### src/rtl/hazard_ctrl_sb_pkg.sv
// Shared definitions for the scoreboard hazard unit.
//   fw_sel_e   : forwarding select codes (RF, W, M, E)
//   TNEW_*     : Tnew values of common instruction classes when in E
//   TUSE_BR    : Tuse of a D-stage branch compare
//   BUBBLE_A3  : write address of a bubble (nothing written)
package hazard_ctrl_sb_pkg;

  typedef enum logic [1:0] {
    FW_RF = 2'd0,
    FW_W  = 2'd1,
    FW_M  = 2'd2,
    FW_E  = 2'd3
  } fw_sel_e;

  localparam logic [1:0] TNEW_ALU  = 2'd1;
  localparam logic [1:0] TNEW_LOAD = 2'd2;
  localparam logic [1:0] TUSE_BR   = 2'd0;

  // A bubble is an all-zero shadow entry; address 0 is never a real destination.
  localparam logic [4:0] BUBBLE_A3 = 5'd0;

endpackage

### src/rtl/hazard_ctrl_sb_md_busy_ctr.sv
// Multiply/divide busy counter.
//   clk, reset : clock, synchronous active-high reset
//   start      : 1-cycle pulse, md op starts in E this cycle
//   div        : qualifies start (1 = div, 0 = mult)
//   md_busy    : unit busy (start pulse or counter non-zero)
// A start (re)loads the cycle count; the newest op always wins.
module md_busy_ctr #(
  parameter int MULT_CYCLES = 5,
  parameter int DIV_CYCLES  = 10,
  parameter int CW          = 4
) (
  input  logic clk,
  input  logic reset,
  input  logic start,
  input  logic div,
  output logic md_busy
);

  logic [CW-1:0] cnt;

  // NOTE: sequential state is written with non-blocking assignments so every
  // flop samples pre-edge values regardless of process evaluation order.
  always_ff @(posedge clk) begin
    if (reset) begin
      cnt <= '0;
    end else if (start) begin
      cnt <= div ? CW'(DIV_CYCLES) : CW'(MULT_CYCLES);
    end else if (cnt != '0) begin
      cnt <= cnt - 1'b1;
    end
  end

  // The start cycle itself counts as busy, so the stall starts with no latency.
  assign md_busy = start | (cnt != '0);

endmodule

### src/rtl/hazard_ctrl_sb.sv
// Scoreboard hazard unit for the 5-stage F/D/E/M/W pipeline.
// Tracks in-flight destinations in a shadow pipeline so only D-stage decode
// info is needed from the datapath.
//   clk, reset             : clock, synchronous active-high reset
//   D_rs, D_rt             : D-stage source addresses
//   D_rs_tuse, D_rt_tuse   : cycles until D consumes each source
//   D_a3, D_tnew           : D-stage destination (0 = none) and its Tnew in E
//   D_md_use               : D instr uses the mult/div unit or HI/LO
//   E_md_start, E_md_div   : md op start pulse in E, and div/mult qualifier
//   stall                  : freeze F/D, bubble into E
//   FW_D_rs/rt             : 0 RF, 1 W, 2 M, 3 E
//   FW_E_rs/rt             : 0 pipe reg, 1 W, 2 M
//   FW_M_rt                : 0 pipe reg, 1 W
//   md_busy                : md unit busy
//   stall_cnt              : stall cycle count (only with HAZARD_PERF_CNT_EN)
// Build option: define HAZARD_PERF_CNT_EN to add the stall_cnt port.
module hazard_ctrl_sb
  import hazard_ctrl_sb_pkg::*;
#(
  parameter int AW          = 5,
  parameter int TW          = 2,
  parameter int MULT_CYCLES = 5,
  parameter int DIV_CYCLES  = 10,
  parameter int CW          = 4
) (
  input  logic          clk,
  input  logic          reset,
  input  logic [AW-1:0] D_rs,
  input  logic [AW-1:0] D_rt,
  input  logic [TW-1:0] D_rs_tuse,
  input  logic [TW-1:0] D_rt_tuse,
  input  logic [AW-1:0] D_a3,
  input  logic [TW-1:0] D_tnew,
  input  logic          D_md_use,
  input  logic          E_md_start,
  input  logic          E_md_div,
  output logic          stall,
  output logic [1:0]    FW_D_rs,
  output logic [1:0]    FW_D_rt,
  output logic [1:0]    FW_E_rs,
  output logic [1:0]    FW_E_rt,
  output logic          FW_M_rt,
  output logic          md_busy
`ifdef HAZARD_PERF_CNT_EN
  ,
  output logic [31:0]   stall_cnt
`endif
);

  typedef struct packed {
    logic [AW-1:0] rs;
    logic [AW-1:0] rt;
    logic [AW-1:0] a3;
    logic [TW-1:0] tnew;
  } e_shadow_t;

  typedef struct packed {
    logic [AW-1:0] rt;
    logic [AW-1:0] a3;
    logic [TW-1:0] tnew;
  } m_shadow_t;

  e_shadow_t     e_q;
  m_shadow_t     m_q;
  logic [AW-1:0] w_a3;

  function automatic logic [TW-1:0] sat_dec(input logic [TW-1:0] x);
    return (x == '0) ? '0 : x - 1'b1;
  endfunction

  // Producer in a stage still needs more cycles than the consumer can wait.
  function automatic logic hazard(input logic [AW-1:0] a3, input logic [AW-1:0] addr,
                                  input logic [TW-1:0] tnew, input logic [TW-1:0] tuse);
    return (a3 != AW'(BUBBLE_A3)) && (a3 == addr) && (tnew > tuse);
  endfunction

  // Producer in a stage already holds its result.
  function automatic logic fwd_hit(input logic [AW-1:0] a3, input logic [AW-1:0] addr,
                                   input logic [TW-1:0] tnew);
    return (a3 != AW'(BUBBLE_A3)) && (a3 == addr) && (tnew == '0);
  endfunction

  // Shadow pipeline. W has no Tnew: anything in W has its result.
  always_ff @(posedge clk) begin
    if (reset) begin
      e_q  <= '0;
      m_q  <= '0;
      w_a3 <= '0;
    end else begin
      e_q  <= stall ? '0 : '{rs: D_rs, rt: D_rt, a3: D_a3, tnew: D_tnew};
      m_q  <= '{rt: e_q.rt, a3: e_q.a3, tnew: sat_dec(e_q.tnew)};
      w_a3 <= m_q.a3;
    end
  end

  md_busy_ctr #(
    .MULT_CYCLES (MULT_CYCLES),
    .DIV_CYCLES  (DIV_CYCLES),
    .CW          (CW)
  ) u_md_busy_ctr (
    .clk     (clk),
    .reset   (reset),
    .start   (E_md_start),
    .div     (E_md_div),
    .md_busy (md_busy)
  );

  assign stall = hazard(e_q.a3, D_rs, e_q.tnew, D_rs_tuse)
               | hazard(e_q.a3, D_rt, e_q.tnew, D_rt_tuse)
               | hazard(m_q.a3, D_rs, m_q.tnew, D_rs_tuse)
               | hazard(m_q.a3, D_rt, m_q.tnew, D_rt_tuse)
               | (D_md_use & md_busy);

  // Youngest producer wins: E before M before W.
  // NOTE: each output gets a default before the priority chain so no path
  // leaves it unassigned and no latch is inferred.
  always_comb begin
    FW_D_rs = FW_RF;
    if      (fwd_hit(e_q.a3, D_rs, e_q.tnew)) FW_D_rs = FW_E;
    else if (fwd_hit(m_q.a3, D_rs, m_q.tnew)) FW_D_rs = FW_M;
    else if (fwd_hit(w_a3,   D_rs, '0))       FW_D_rs = FW_W;

    FW_D_rt = FW_RF;
    if      (fwd_hit(e_q.a3, D_rt, e_q.tnew)) FW_D_rt = FW_E;
    else if (fwd_hit(m_q.a3, D_rt, m_q.tnew)) FW_D_rt = FW_M;
    else if (fwd_hit(w_a3,   D_rt, '0))       FW_D_rt = FW_W;

    FW_E_rs = FW_RF;
    if      (fwd_hit(m_q.a3, e_q.rs, m_q.tnew)) FW_E_rs = FW_M;
    else if (fwd_hit(w_a3,   e_q.rs, '0))       FW_E_rs = FW_W;

    FW_E_rt = FW_RF;
    if      (fwd_hit(m_q.a3, e_q.rt, m_q.tnew)) FW_E_rt = FW_M;
    else if (fwd_hit(w_a3,   e_q.rt, '0))       FW_E_rt = FW_W;

    FW_M_rt = fwd_hit(w_a3, m_q.rt, '0);
  end

`ifdef HAZARD_PERF_CNT_EN
  always_ff @(posedge clk) begin
    if (reset)      stall_cnt <= '0;
    else if (stall) stall_cnt <= stall_cnt + 32'd1;
  end
`else
  // Without the performance option there is no stall counter.
`endif

endmodule

### config.mk
export PLATFORM = sky130hd
export DESIGN_NAME = hazard_ctrl_sb
export DESIGN_NICKNAME = d
export VERILOG_FILES = /design/src/rtl/hazard_ctrl_sb_pkg.sv /design/src/rtl/hazard_ctrl_sb_md_busy_ctr.sv /design/src/rtl/hazard_ctrl_sb.sv
export SDC_FILE = /design/constraint.sdc
export NUM_CORES = 1
export LEC_CHECK = 0
export ABC_AREA = 1
export BUFFER_PORTS_ARGS = -buffer_cell sky130_fd_sc_hd__buf_2
export CAP_MARGIN = 20
export CELL_PAD_IN_SITES_DETAIL_PLACEMENT = 0
export CELL_PAD_IN_SITES_GLOBAL_PLACEMENT = 1
export CORE_AREA = 2 2 67 95
export CTS_CLUSTER_DIAMETER = 40
export DETAILED_ROUTE_END_ITERATION = 10
export DIE_AREA = 0 0 69 97
export PLACE_DENSITY = 0.76
export SYNTH_ARGS = -nofsm -noshare
export SYNTH_HDL_FRONTEND = slang
export SYNTH_SLANG_ARGS = --single-unit
### constraint.sdc
create_clock -name clk -period 1.8 [get_ports clk]
set_clock_uncertainty 0.05 [all_clocks]
set_input_delay 0.18 -clock clk [delete_from_list [all_inputs] [get_ports clk]]
set_output_delay 0.18 -clock clk [all_outputs]
set_load 0.03 [all_outputs]
==> results.md <==
- Post-synth EDFFs: 0
- Initial core utilization: about 40%
- PnR Total Power: 0.00225 W
- DR DRC count: 0
- Slew headroom: between 70% and 80%
- Status: finished, violations left
- Clk buf depth: 2
- Endpoints failing hold: 0
- Rows: 33
- Vias per inst: roughly 4.7
- Total clock sinks: 38
- # port buffers: 36
- First-pass GRT wire length: about 9.4 mm
- Post-Syn Nets: about 350
- Placer congestion estimate: 0.841
- Num CTS Buffers: 5
- Pwr Density: 739 nW/µm²
- Sequential fraction of the synthesis area: between 30% and 40%
- DRT antenna net count: 0
- Layout cells sized above 1: ~40%
- CTS tree: yes
- Post-placement worst setup slack: between 0.05 and 0.06 ns
- Number of max-cap violations: 0
- Top FF cell, synth: dfxtp_1
- Post-synthesis cell type count: 29
- Layout net count: roughly 400
- Worst hold path class: in -> reg
- Syn-to-layout area delta: 30.6%
- Antenna cells: 0
- Core Region: roughly 5800 µm²
- DRT Pass-1 Iters: 3
- Clk root buf: clkbuf_8
- Worst Path Arrival: between 1.5 and 2 ns
- RSZ-0062 raised after global routing: yes
- Slew at the pin closest to its max-slew limit: between 0.3 and 0.4 ns
- CP Class: reg -> out
- Area of the multi-input gates: 1490 µm²
- Req. time, crit path: around 1.6 ns
- FFs w/ async S/R, synth: 0%
- Pleak: roughly 1.4 nW
- Vias: 2014
- Failing checks: negative setup slack
- Top Ports: 37
- Clock-pin slew on the worst setup and hold paths: 0.07 ns
- Fillers: about 580
- Initial drt markers: between 70 and 80
- Max frequency: 540 MHz
- CP endpoint kind: output port
- Hpwl dp: between 4 and 5 mm
- Average wire per cell in the routed design: roughly 13 µm
- Die Area: 6690 µm²
- Tot GR Track Use: about 18%
- Finish-stage setup viols: 1
- Maximum fanout along the worst path: 3
- Die height: slightly below 100 µm
- Syn Inst Count: between 300 and 400
- Synthesized area per cell: roughly 7.5 µm²
- Fin crit period: about 1.9 ns
- Final instance area: 3040 µm²
- CP Launch Type: flop
- Fin Hold WS: between 0.04 and 0.05 ns
- Placed Area: between 2000 and 3000 µm²
- Pins Over Slew Limit: 0
- Synth Register Bits: 38
- Period Utilization, post-route: 103%
- Global route total overflow: 0
- H-tree depth: 2
- Initial antenna violation count: 0
- Later-pin clock latency in the skew report: between 0.2 and 0.3 ns
- Routed WL: between 5 and 6 mm
- Register Area: 797 µm²
- Setup slack, reg-to-reg: ~0.05 ns
- Yosys warns: 0
- Largest net degree at the start of global routing: 18
- Layout Cells excl Fill: ~430
- CTS Hold Bufs: 0
- Setup WS post-layout: -0.0506 ns
- Chip Width: just under 70 µm
- Max VDD drop: between 0.0003 and 0.0004 V
- Cell area after synthesis: ~2300 µm²
- Placed insts: between 400 and 500
- Vias in the first global route: around 2000
-- worst paths after layout --
path	start	to	depth (start not counted)
worst max-delay path	e_q[0]	stall	8
worst min-delay path	D_a3[2]	e_q[4]	3
worst max register to register	e_q[0]	e_q[10]	10
worst min register to register	e_q[0]	m_q[0]	1
-- cells in the final DEF (no fill, tap or decap), types with 3 or more instances in the layout --
cell	synthesis	final
nor2_4	12	13
a21oi_2	0	4
nand2_2	2	6
inv_2	11	14
buf_4	1	16
dfxtp_1	38	19
nand2_1	54	50
ha_1	11	7
nand4_1	5	5
buf_6	0	7
buf_2	0	27
nor2_1	40	35
clkbuf_8	0	5
nand3_1	9	9
xor2_1	17	15
a21oi_1	11	7
nor2_2	2	6
xnor2_1	22	20
nor3_2	0	3
ha_4	0	4
dfxtp_2	0	14
o21ai_0	6	5
dfxtp_4	0	5
nor3_1	7	4
inv_1	41	38
nor4_2	0	3
-- cell usage after synthesis, drive strengths merged (2+ instances only) --
cell type	instances	area (µm²)
xor2	17	149
clkbuf	6	22.5
ha	11	138
nand4	5	31.3
nor2	54	298
nor3	8	51.3
xnor2	22	193
o21ai	6	30.0
nor4	5	31.3
dfxtp	38	761
buf	2	27.5
a21oi	11	55.1
inv	53	201
nand3	12	82.6
nand2	57	226
-- area by class of cell --
| class | count | area share (%) |
|---|---|---|
| Clock buffer | 5 | 2.26 |
| Clock inverter | 3 | 1.32 |
| Inverter | 53 | 6.63 |
| Multi-Input combinational cell | 212 | 49.0 |
| Sequential cell | 38 | 26.2 |
| Tap cell | 70 | 2.88 |
| Timing Repair Buffer | 51 | 11.7 |
-- where the power goes --
part / internal, W / total (W) / switching (W)
Clock: 0.000408 / 0.000704 / 0.000296
Combinational: 0.000256 / 0.000598 / 0.000343
Sequential: 0.000891 / 0.000944 / 0.0000537
-- worst max-delay path: stages, from the launching register on --
cell and delay [ns]:
dfxtp_2 0.33, inv_1 0.07, ha_1 0.28, nand2_1 0.11
o21ai_2 0.09, nor3_4 0.22, nor2_4 0.04, nand2_1 0.07
buf_6 0.13
-- metal layers --
layer | track usage (%) | share of wire [%] | vias to the layer above
met5 | 0 | 0 | -
met4 | 7.39 | 3.0 | 0
met3 | 3.02 | 3.2 | 12
met2 | 33.8 | 57 | 37
met1 | 18.9 | 37 | 908
li1 | - | - | 1057
-- cells by family (layout without fill, tap and decap cells) --
family	Yosys count	in the layout	synth area share [%]
flops	38	38	32.7
fa+ha+maj	11	11	5.91
xor+xnor	39	39	14.7
compound gates	21	21	4.95
simple gates	141	141	31.0
buf+inv	61	112	10.8
-- repair_timing --
action,4_1_cts,5_1_grt
setup endpoints to repair,7,24
gates cloned,0,0
buffers inserted,6,1
resized for setup,23,53
pin swaps,8,12
-- sequential cells by signal (all words and copies together) (netlist names) --
signal,cells
e_q,17
m_q,12
u_md_busy_ctr.cnt,4
w_a3,5
-- stage by stage --
step / util (%) / setup TNS (ns)
6_report: 52.6 / -0.0506
5_1_grt: 52.6 / -0.983
4_1_cts: 49.0 / -0.0682
3_5_place_dp: 45.5 / 0
3_3_place_gp: 45.5 / 0
2_1_floorplan: - / 0
Note: power is estimated with default switching activity, not from simulation.
